File: src/rtl/program_select_ctrl.sv
// Debounces four raw push buttons and turns the first accepted press into
// a fixed-length program code on program_selector, framed by start/busy.
module program_select_ctrl #(
    parameter int unsigned DEBOUNCE_CYCLES = 1000000,
    parameter int unsigned HOLD_CYCLES     = 4
) (
    input  logic        clock,
    input  logic        reset,
    input  logic        btn_l,
    input  logic        btn_r,
    input  logic        btn_u,
    input  logic        btn_d,
    output logic        fib_act,
    output logic        sort_act,
    output logic        load_act,
    output logic        save_act,
    output logic [31:0] program_selector,
    output logic        start,
    output logic        busy
);

    localparam int CW = $clog2(DEBOUNCE_CYCLES + 1);
    localparam int HW = (HOLD_CYCLES > 1) ? $clog2(HOLD_CYCLES) : 1;
    localparam logic [CW-1:0] DB_LAST   = CW'(DEBOUNCE_CYCLES - 1);
    localparam logic [HW-1:0] HOLD_LAST = HW'(HOLD_CYCLES - 1);

    typedef enum logic [1:0] {
        S_IDLE,
        S_HOLD,
        S_RELEASE
    } state_e;

    logic [3:0] raw;
    logic [3:0] sync1_q;
    logic [3:0] sync2_q;
    logic [3:0] filt;
    logic [3:0] filt_prev_q;
    logic [3:0] rise;
    logic [2:0] new_code;

    state_e        state_q;
    logic [HW-1:0] hold_q;
    logic [31:0]   sel_q;
    logic          start_q;
    logic          busy_q;

    // Bit order: 0=fib(l), 1=sort(r), 2=load(u), 3=save(d)
    assign raw = {btn_d, btn_u, btn_r, btn_l};

    always_ff @(posedge clock or posedge reset) begin
        if (reset) begin
            sync1_q <= '0;
            sync2_q <= '0;
        end else begin
            sync1_q <= raw;
            sync2_q <= sync1_q;
        end
    end

    for (genvar b = 0; b < 4; b++) begin : g_db
        logic [CW-1:0] cnt_q;
        logic          lvl_q;

        always_ff @(posedge clock or posedge reset) begin
            if (reset) begin
                cnt_q <= '0;
                lvl_q <= 1'b0;
            end else if (sync2_q[b] == lvl_q) begin
                cnt_q <= '0;
            end else if (cnt_q == DB_LAST) begin
                cnt_q <= '0;
                lvl_q <= ~lvl_q;
            end else begin
                cnt_q <= cnt_q + CW'(1);
            end
        end

        assign filt[b] = lvl_q;
    end

    always_ff @(posedge clock or posedge reset) begin
        if (reset) begin
            filt_prev_q <= '0;
        end else begin
            filt_prev_q <= filt;
        end
    end

    assign rise = filt & ~filt_prev_q;

    // Lower-priority simultaneous presses are simply dropped
    always_comb begin
        new_code = 3'd0;
        priority case (1'b1)
            rise[0]: new_code = 3'd1;
            rise[1]: new_code = 3'd2;
            rise[2]: new_code = 3'd3;
            rise[3]: new_code = 3'd4;
            default: new_code = 3'd0;
        endcase
    end

    always_ff @(posedge clock or posedge reset) begin
        if (reset) begin
            state_q <= S_IDLE;
            hold_q  <= '0;
            sel_q   <= '0;
            start_q <= 1'b0;
            busy_q  <= 1'b0;
        end else begin
            start_q <= 1'b0;
            unique case (state_q)
                S_IDLE: begin
                    if (|rise) begin
                        state_q <= S_HOLD;
                        hold_q  <= '0;
                        sel_q   <= {29'd0, new_code};
                        start_q <= 1'b1;
                        busy_q  <= 1'b1;
                    end
                end
                S_HOLD: begin
                    if (hold_q == HOLD_LAST) begin
                        state_q <= S_RELEASE;
                        sel_q   <= '0;
                    end else begin
                        hold_q <= hold_q + HW'(1);
                    end
                end
                S_RELEASE: begin
                    if (filt == 4'd0) begin
                        state_q <= S_IDLE;
                        busy_q  <= 1'b0;
                    end
                end
                default: begin
                    state_q <= S_IDLE;
                    sel_q   <= '0;
                    busy_q  <= 1'b0;
                end
            endcase
        end
    end

    assign fib_act          = filt[0];
    assign sort_act         = filt[1];
    assign load_act         = filt[2];
    assign save_act         = filt[3];
    assign program_selector = sel_q;
    assign start            = start_q;
    assign busy             = busy_q;

endmodule
File: config.mk
export PLATFORM = sky130hd
export DESIGN_NAME = program_select_ctrl
export DESIGN_NICKNAME = d
export VERILOG_FILES = /design/src/rtl/program_select_ctrl.sv
export SDC_FILE = /design/constraint.sdc
export NUM_CORES = 1
export LEC_CHECK = 0
export BUFFER_PORTS_ARGS = -buffer_cell sky130_fd_sc_hd__buf_4
export CORE_MARGIN = 2
export CORE_UTILIZATION = 48
export CTS_CLUSTER_SIZE = 12
export DETAILED_ROUTE_END_ITERATION = 7
export HOLD_SLACK_MARGIN = 0.12
export PLACE_DENSITY_LB_ADDON = 0.25
export SYNTH_ARGS = -nofsm -noshare
export SYNTH_HDL_FRONTEND = slang
export SYNTH_SLANG_ARGS = --single-unit
export TNS_END_PERCENT = 10
File: constraint.sdc
create_clock -name clock -period 4.11 [get_ports clock]
set_input_delay 0.2055 -clock clock [delete_from_list [all_inputs] [get_ports clock]]
set_output_delay 0.2055 -clock clock [all_outputs]
set_load 0.05 [all_outputs]
==> results of run 1 <==
==> power by group through the flow <==
stage / clock (mW) / combinational [mW] / sequential [mW]
3_5_place_dp: 0 / 0.120 / 1.08
6_report: 0.703 / 0.123 / 1.06
4_1_cts: 0.725 / 0.124 / 1.06
3_3_place_gp: 0 / 0.119 / 1.08
2_1_floorplan: 0 / 0.122 / 1.08
5_1_grt: 0.766 / 0.136 / 1.06
==> critical path, stage by stage (launching register included) <==
cell     delay [ps]
dfrtp_1         390
nand3_1         120
or4b_2          650
o41ai_2         680
buf_4           310
nor2_1           60
==> metrics by stage <==
step | hold slack [ps] | setup slack (ps) | utilization (%) | std cells | power [mW]
detailed placement | 318 | 1800 | 51.5 | 665 | 1.20
CTS | 358 | 1780 | 54.1 | 686 | 1.91
finish | 356 | 1790 | 54.1 | 686 | 1.88
floorplan | 237 | 1140 | - | 555 | 1.20
global placement | 317 | 1810 | 51.5 | 665 | 1.20
global route | 366 | 1550 | 54.1 | 686 | 1.96
==> layer usage <==
metal  GRT usage, %  vias to the layer above  routed length (um)
met5              0                        -                   0
met4           5.31                        0                 103
met3           4.48                       11                 239
met2           28.1                       40                4530
met1           23.9                     1833                4470
li1               -                     1826                   -
==> worst max-delay path by stage <==
| stage | from | slack [ps] | to |
|---|---|---|---|
| after detailed placement | g_db[2].cnt_q[17]$_DFF_PP0_ | 1800 | g_db[2].cnt_q[5]$_DFF_PP0_ |
| after CTS | g_db[2].cnt_q[18]$_DFF_PP0_ | 1780 | g_db[2].cnt_q[10]$_DFF_PP0_ |
| after global placement | g_db[1].cnt_q[2]$_DFF_PP0_ | 1810 | g_db[1].cnt_q[14]$_DFF_PP0_ |
| final | g_db[2].cnt_q[18]$_DFF_PP0_ | 1790 | g_db[2].cnt_q[9]$_DFF_PP0_ |
| after global routing | g_db[1].cnt_q[2]$_DFF_PP0_ | 1550 | g_db[1].cnt_q[14]$_DFF_PP0_ |
| after floorplan | reset | 1140 | busy$_DFFE_PP0P_ |
==> kinds of logic (layout without fill, tap and decap cells) <==
kind of cell               after synthesis  in the layout
DFF                                    105            105
muxes                                    4              4
AOI/OAI and AO/OA                       71             71
buffers and inverters                   64             59
adders and majority gates                5              5
and+or+nand+nor                        229            229
xor gates and xnor gates                48             48
other                                    1             29
==> registers in the layout, indices dropped and copies added, names as in the netlist <==
signal and cells:
g_db.cnt_q 80, save_act 1, sort_act 1, hold_q 2, load_act 1, program_selector 3
fib_act 1, state_q 2, busy 1, start 1, sync2_q 4, sync1_q 4
filt_prev_q 4
==> area by class of cell <==
type                    instances  area (um2)  area share (%)
clock buffers                  11         141            2.52
clock inverters                 5        78.8            1.41
inverters                      18        70.1            1.25
multi-input cells             386        2320            41.4
flip-flops and latches        105        2630            46.9
well taps                     136         170            3.04
repair buffers                 25         200            3.57
==> layout by cell type, fill, tap and decap left out, drive strengths merged, types with 13 or more instances in the layout <==
| master | instances |
|---|---|
| conb | 29 |
| dfrtp | 105 |
| inv | 18 |
| nor2 | 60 |
| nand3 | 38 |
| xnor2 | 25 |
| a21oi | 32 |
| xor2 | 23 |
| nand2 | 31 |
| or4 | 17 |
| nor3 | 13 |
| o31ai | 16 |
| buf | 20 |
==> timing repair <==
action	in CTS	in global routing
hold endpoints to repair	74	0
endpoints found under the setup margin	0	0
hold buffers	5	0
==> key figures, run 1 <==
STA
  – Final min period: between 2000 and 2500 ps
  – RSZ-0062 raised after global routing: no
  – Clk_skew: approximately 7.3 ps
  – Slew margin rel.: roughly two fifths
  – F_max: around 0.43 GHz
  – Period utilisation layout: ~56%
  – Final Slew Violations: 0
  – Setup TNS: 0 ps
  – Setup Viol. Count Final: 0
  – Slew @ Worst Pin: a little over 900 ps
  – Final Hold Fails: 0

Clocking
  – Clock sink count: between 100 and 150
  – Root Buffer: clkbuf_8
  – Clk Latency, worst-skew pair: between 300 and 400 ps
  – Post-CTS sizing: 0
  – Post-CTS Setup Bufs: 0
  – Reg clk slew, reported paths: about 100 ps
  – Clock H-tree levels: 3
  – CTS Buf Count: 9
  – CTS tree: yes
  – Clk buf depth: 2

Power
  – Power per cell area: approximately 340 nW/um2
  – Switching pwr: roughly 460 uW
  – Switching share of power: between 20% and 30%
  – Seq pwr share: a little under three fifths
  – Peak supply drop: 0.231 mV
  – Leak: between 2 and 2.5 nW
  – Logic pwr share: under 10%
  – Pint: roughly 1.4 mW
  – Clock network fraction of total power: between 30% and 40%

Setup path
  – Worst R2R End: g_db[2].cnt_q[9]$_DFF_PP0_
  – Register-to-Register Path Depth: 5
  – Worst Setup End Kind: flop
  – WS Path Type: reg -> reg
  – FF-to-FF setup slack: 1790 ps
  – Critical path required time: 4370 ps
  – CP max FO: 12
  – Crit path launch type: flop
  – WP data arrival: ~2600 ps
  – Worst reg2reg startpoint: g_db[2].cnt_q[18]$_DFF_PP0_

Global route
  – Initial antenna violation count: 0
  – Total track usage: ~18%
  – Global route overflow: 0
  – First-pass GRT wire length: ~16 mm
  – Largest net degree at the start of global routing: around 70
  – Vias in the first global route: 3610

Detailed routing
  – Via count: between 3000 and 4000
  – Via density per instance: 5.41
  – WL/cell: between 10 and 15 um
  – DRT Pass-1 Iters: 4
  – DRC: 0
  – DRT antenna net count: 0
  – Initial DRC Count: about 150
  – Final WL: 9.34 mm

Synthesis
  – Count leader, synth: dfrtp_1
  – Ys async rst share: 100%
  – Synth top area share: 50.8%
  – Mapped Cells: 527
  – Ranking of synthesized cells by instance count: dfrtp_1, nor2_1, nand3_1
  – Mapped Area: slightly above 5000 um2
  – Synth Area in XOR/XNOR: under 10%
  – Most used DFF post-synth: dfrtp_1
  – Yosys warns: 0
  – Yosys top cell by area: dfrtp_1
  – Post-synthesis compound-gate area fraction: under 10%
  – Adder-Cell Fraction of Synth Area: approximately 1.2%
  – Seq/Total Area, Yosys: 50.8%
  – Top post-synthesis cells by area: dfrtp_1, nor2_1, xnor2_1
  – Seq cells post-synth: 105
  – Mux contribution to synthesized area: 0.871%
  – Number of synthesized flops with an enable pin: 0
  – Avg Inst Size Synth: 9.81 um2
  – Synth Area in Simple Gates: 23.5%
  – Main combinational cell family by area after synthesis: simple AND/OR/NAND/NOR gates
  – Number of distinct library cells after synthesis: 46

Floorplan
  – Std cell rows: 37
  – DIE HEIGHT: about 110 um
  – Die width: approximately 110 um
  – Die area: 11600 um2
  – Num ports: 44
  – Core Box Area: between 10000 and 15000 um2
  – Starting Density: roughly 50%

Place
  – Hpwl dp: 6.55 mm
  – GPL Wtd Cong: 0.801
  – Placed inst area: roughly 5300 um2
  – Port buffer count: 14

Layout
  – Area delta synth->final: 8.42%
  – Fill cells: 980
  – Post-route design area: between 5000 and 6000 um2
  – Fin nets: about 560
  – Ratio of cells with drive above 1 in the final layout: 9.64%
  – Diodes inserted: 0

Worst hold path
  – Hold_sp: sync1_q[2]$_DFF_PP0_
  – Hold endpoint: sync2_q[2]$_DFF_PP0_
  – HP Class: reg -> reg
  – WHS Path Cells: 0

Run status
  – Outcome: complete, no violations

Job
  – Maxcap violations: 0
Note: power is estimated with default switching activity, not from simulation.
==> inputs of run 2 (changes only) <==
==> constraint.sdc (replaced) <==
create_clock -name clock -period 2 [get_ports clock]
set_input_delay 0.1 -clock clock [delete_from_list [all_inputs] [get_ports clock]]
set_output_delay 0.1 -clock clock [all_outputs]
set_load 0.05 [all_outputs]
==> run 2 against run 1 <==
Effect of this change: sequential share of layout area is 1.3 points lower; clock-buffer cell count stayed put; cell area is 2.8% higher; highest routed layer unchanged; largest cell class unchanged; largest power group unchanged.
==> key figures, run 2 (synthesized netlist as in run 1, its figures left out) <==
STA
  – Final Hold Fails: 0
  – Worst setup margin: 113 ps
  – Slew margin rel.: slightly above 60%
  – Setup Viol. Count Final: 0
  – Setup TNS: 0 ps
  – Final Slew Violations: 0
  – Clk_skew: roughly 9 ps
  – Slew @ Worst Pin: 587 ps
  – Hold Slack: about 350 ps
  – F_max: approximately 0.53 GHz
  – Period utilisation layout: a little over nine tenths
  – Final min period: 1890 ps

Global route
  – Initial antenna violation count: 0
  – Global route overflow: 0
  – Vias in the first global route: 3723
  – Total track usage: 18.0%
  – First-pass GRT wire length: between 15 and 20 mm
  – Largest net degree at the start of global routing: 44

Detailed routing
  – DRT antenna net count: 0
  – DRC: 0
  – WL/cell: 13.5 um
  – Initial DRC Count: 168
  – Final WL: about 9.5 mm
  – DRT Pass-1 Iters: 4
  – Via density per instance: between 5 and 6
  – Via count: around 3800

Clocking
  – CTS Buf Count: 9
  – Reg clk slew, reported paths: 100 ps
  – Clock sink count: between 100 and 150
  – Clk Latency, worst-skew pair: approximately 380 ps
  – Clock H-tree levels: 3
  – Clk buf depth: 2
  – Post-CTS Setup Bufs: 0
  – Root Buffer: clkbuf_8
  – CTS tree: yes

Layout
  – Fin nets: about 580
  – Max reg flops: 80
  – Ratio of cells with drive above 1 in the final layout: between 10% and 20%
  – Post-route design area: 5760 um2
  – Biggest register: g_db.cnt_q
  – Commonest non-fill, non-tap cell in the layout: dfrtp_1
  – Area delta synth->final: 11.4%
  – Final non-filler cell total: between 700 and 800
  – Diodes inserted: 0
  – Most frequent cells in the layout: dfrtp_1, nor2_1, buf_4
  – Fill cells: between 900 and 1000
  – Final core occ: a little under three fifths

Floorplan
  – Std cell rows: 37
  – Die area: 11600 um2
  – Num ports: 44
  – Die width: approximately 110 um
  – DIE HEIGHT: ~110 um
  – Starting Density: between 40% and 50%
  – Core Box Area: ~10000 um2

Place
  – DP Cell Count: about 680
  – Placed inst area: between 5000 and 6000 um2
  – Port buffer count: 14
  – Hpwl dp: about 6.8 mm
  – GPL Wtd Cong: 0.821
  – Dpl ws: 36.1 ps

Run status
  – Outcome: complete, no violations

Setup path
  – Worst path top cell family by delay: simple AND/OR/NAND/NOR gates
  – Worst Setup SP: g_db[2].cnt_q[17]$_DFF_PP0_
  – Worst Setup End Kind: flop
  – Crit path launch type: flop
  – Largest stage delay, worst path: around 650 ps
  – Critical path required time: 2270 ps
  – WP data arrival: ~2200 ps
  – Levels on crit path: 4
  – CP Buf/Inv Count: 0
  – CP max FO: 4
  – Worst reg2reg startpoint: g_db[2].cnt_q[17]$_DFF_PP0_
  – Register-to-Register Path Depth: 4
  – Critical-path top delay cell: or4b_2
  – WS Path Type: reg -> reg
  – Sequence of cells on the critical path: nand3_1 > or4b_2 > nor4_1 > mux2_2

Power
  – Total power: around 3.8 mW
  – Pint: roughly 2.8 mW
  – Switching share of power: 25.1%
  – Seq pwr share: between 50% and 60%
  – Peak supply drop: 0.510 mV
  – Leak: between 2 and 2.5 nW
  – Logic pwr share: roughly 7%
  – Switching pwr: approximately 950 uW
  – Power per cell area: between 600 and 700 nW/um2
  – Clock network fraction of total power: between 30% and 40%

Worst hold path
  – HP Class: in -> async

Job
  – Maxcap violations: 0
run 2: path summary, 6_finish.rpt:
check                           slack, ps                          to
worst min register to register        360        sync2_q[0]$_DFF_PP0_
worst max register to register        110        load_act$_DFFE_PP0P_
worst min-delay path                  350  g_db[3].cnt_q[6]$_DFF_PP0_
max in group asynchronous            1060             start$_DFF_PP0_
min in group clock                    360        sync2_q[0]$_DFF_PP0_
worst max-delay path                  110        load_act$_DFFE_PP0P_
run 2: tightest hold or removal path, delay by kind of cell:
kind / cells / cell delay, ps
buf+inv: 3 / 1080
run 2: power by group through the flow:
stage                     Sequential (mW)  Clock, mW  Combinational, mW
after CTS                            2.17       1.39              0.275
after global routing                 2.18       1.46              0.301
after floorplan                      2.21          0              0.251
after detailed placement             2.21          0              0.267
after global placement               2.21          0              0.262
final                                2.17       1.33              0.272
run 2: cell type report:
class / count / area [um2] / share of cell area (%)
sequential: 105 / 2630 / 45.6
multi-input combinational: 386 / 2330 / 40.5
timing repair buffer: 44 / 355 / 6.17
tap: 136 / 170 / 2.95
clock buffer: 11 / 141 / 2.45
inverter: 18 / 71.3 / 1.24
clock inverter: 5 / 62.6 / 1.09
run 2: per-layer routing:
layer  track usage [%]  part of all wire (%)  wire length (um)
met5                 0                     0                 0
met4              5.31                   1.3               123
met3              4.66                   3.1               296
met2              30.5                    50              4710
met1              22.7                    46              4380
run 2: what timing repair did:
item,4_1_cts,5_1_grt
setup endpoints to repair,0,7
gates resized for setup,0,4
endpoints found under the hold margin,27,0
hold buffers,5,0
==> inputs of run 3 (changes only) <==
--- a/config.mk
+++ b/config.mk
@@ -11,6 +11,7 @@
 export CTS_CLUSTER_SIZE = 12
 export DETAILED_ROUTE_END_ITERATION = 7
 export HOLD_SLACK_MARGIN = 0.12
+export MAX_ROUTING_LAYER = met4
 export PLACE_DENSITY_LB_ADDON = 0.25
 export SYNTH_ARGS = -nofsm -noshare
 export SYNTH_HDL_FRONTEND = slang
==> run 3 against run 2 <==
Effect of this change: power is essentially flat; hold slack gained 4.0 ps; final cell count is the same; non-clock buffer count is the same; core utilization is the same; clock power is essentially flat; cell area is the same; setup slack is essentially flat; sequential power is essentially flat; largest cell class unchanged.
==> key figures, run 3 (synthesized netlist as in run 1, its figures left out) <==
STA
  – Final Hold Fails: 0
  – Clk_skew: between 8 and 9 ps
  – F_max: between 0.5 and 0.6 GHz
  – Slew @ Worst Pin: between 500 and 600 ps
  – Hold Slack: approximately 350 ps
  – Setup Viol. Count Final: 0
  – Final min period: about 1900 ps
  – Slew margin rel.: around 61%
  – Final Slew Violations: 0
  – Period utilisation layout: a little over nine tenths

Run status
  – Outcome: complete, no violations

Floorplan
  – Std cell rows: 37
  – Num ports: 44
  – Core Box Area: 10400 um2
  – Die area: between 10000 and 15000 um2
  – Die width: between 100 and 150 um
  – Starting Density: ~50%
  – DIE HEIGHT: 108 um

Setup path
  – CP max FO: 4
  – Crit path launch type: flop
  – WP data arrival: roughly 2200 ps
  – FF-to-FF setup slack: 110 ps
  – Critical path required time: between 2000 and 2500 ps
  – WS Path Type: reg -> reg
  – Worst R2R End: load_act$_DFFE_PP0P_
  – Critical-path top delay cell: or4b_2
  – Register-to-Register Path Depth: 4
  – Worst reg2reg startpoint: g_db[2].cnt_q[17]$_DFF_PP0_
  – Worst Setup End Kind: flop
  – Sequence of cells on the critical path: nand3_1 > or4b_2 > nor4_1 > mux2_2
  – Largest stage delay, worst path: roughly 650 ps

Clocking
  – Clock sink count: between 100 and 150
  – Clk buf depth: 2
  – Post-CTS Setup Bufs: 0
  – Reg clk slew, reported paths: around 100 ps
  – Clock H-tree levels: 3
  – Root Buffer: clkbuf_8
  – Clk Latency, worst-skew pair: 370 ps
  – CTS tree: yes
  – CTS Buf Count: 9

Detailed routing
  – Initial DRC Count: between 150 and 200
  – Final WL: around 9.5 mm
  – DRT Pass-1 Iters: 4
  – WL/cell: ~13 um
  – Via count: roughly 3800
  – DRT antenna net count: 0
  – DRC: 0
  – Via density per instance: approximately 5.4

Place
  – Port buffer count: 14
  – Hpwl dp: roughly 6.8 mm
  – GPL Wtd Cong: about 0.83

Global route
  – Total track usage: roughly 19%
  – Initial antenna violation count: 0
  – Largest net degree at the start of global routing: 44
  – Vias in the first global route: 3714
  – Global route overflow: 0
  – First-pass GRT wire length: 16.7 mm

Power
  – Leak: roughly 2.5 nW
  – Peak supply drop: approximately 0.51 mV
  – Power per cell area: 655 nW/um2

Layout
  – Area delta synth->final: 11.4%
  – Most frequent cells in the layout: dfrtp_1, nor2_1, buf_4
  – Max reg flops: 80
  – Fin nets: roughly 580
  – Commonest non-fill, non-tap cell in the layout: dfrtp_1
  – Biggest register: g_db.cnt_q
  – Final core occ: a little under three fifths
  – Ratio of cells with drive above 1 in the final layout: between 10% and 20%
  – Diodes inserted: 0

Job
  – Maxcap violations: 0

Worst hold path
  – HP Class: in -> async
## run 3: cell counts in the layout (fill, tap and decap cells not counted)
No cell type changed its count.
## run 3: area by class of cell
class	count	area [um2]
Fill cell	928	4610
Sequential cell	105	2630
Multi-Input combinational cell	386	2330
Timing Repair Buffer	44	355
Tap cell	136	170
Clock buffer	11	141
Inverter	18	71.3
Clock inverter	5	62.6
## run 3: worst max-delay path by stage
stage,end,startpoint
after global routing,g_db[3].cnt_q[19]$_DFF_PP0_,g_db[3].cnt_q[6]$_DFF_PP0_
after floorplan,g_db[3].cnt_q[18]$_DFF_PP0_,g_db[3].cnt_q[0]$_DFF_PP0_
final,load_act$_DFFE_PP0P_,g_db[2].cnt_q[17]$_DFF_PP0_
after global placement,g_db[3].cnt_q[18]$_DFF_PP0_,g_db[3].cnt_q[0]$_DFF_PP0_
after detailed placement,g_db[3].cnt_q[18]$_DFF_PP0_,g_db[3].cnt_q[0]$_DFF_PP0_
after CTS,g_db[3].cnt_q[18]$_DFF_PP0_,g_db[3].cnt_q[0]$_DFF_PP0_
## run 3: layer usage
layer / GRT usage (%) / up-vias / share of wire, %
met1: 22.6 / 1869 / 46
met3: 5.15 / 11 / 3.1
met5: - / - / 0
li1: - / 1878 / -
met4: 4.76 / 0 / 1.1
met2: 30.5 / 69 / 50
## run 3: stage by stage
step	setup slack [ps]	instances	power, mW	setup TNS [ps]	area, um2
3_3_place_gp	112	684	2.47	0	5490
3_5_place_dp	36.1	684	2.48	0	5490
5_1_grt	-5.81	705	3.94	-5.81	5760
6_report	113	705	3.77	0	5760
2_1_floorplan	12.2	555	2.46	0	5280
4_1_cts	23.4	705	3.84	0	5750
## run 3: repair_timing
item,4_1_cts,5_1_grt
hold endpoints to repair,27,0
endpoints found under the setup margin,0,7
gates resized for setup,0,4
hold buffers,5,0
## run 3: worst max-delay path, delay by kind of cell (launching register included)
kind	cells	cell delay [ps]
flip-flops	1	410
multiplexers	1	370
AND/OR/NAND/NOR	3	1000
## run 3: where the power goes
group	switching [mW]	internal, mW
registers	0.0230	2.15
logic	0.214	0.0578
clock network	0.709	0.620
total	0.946	2.83
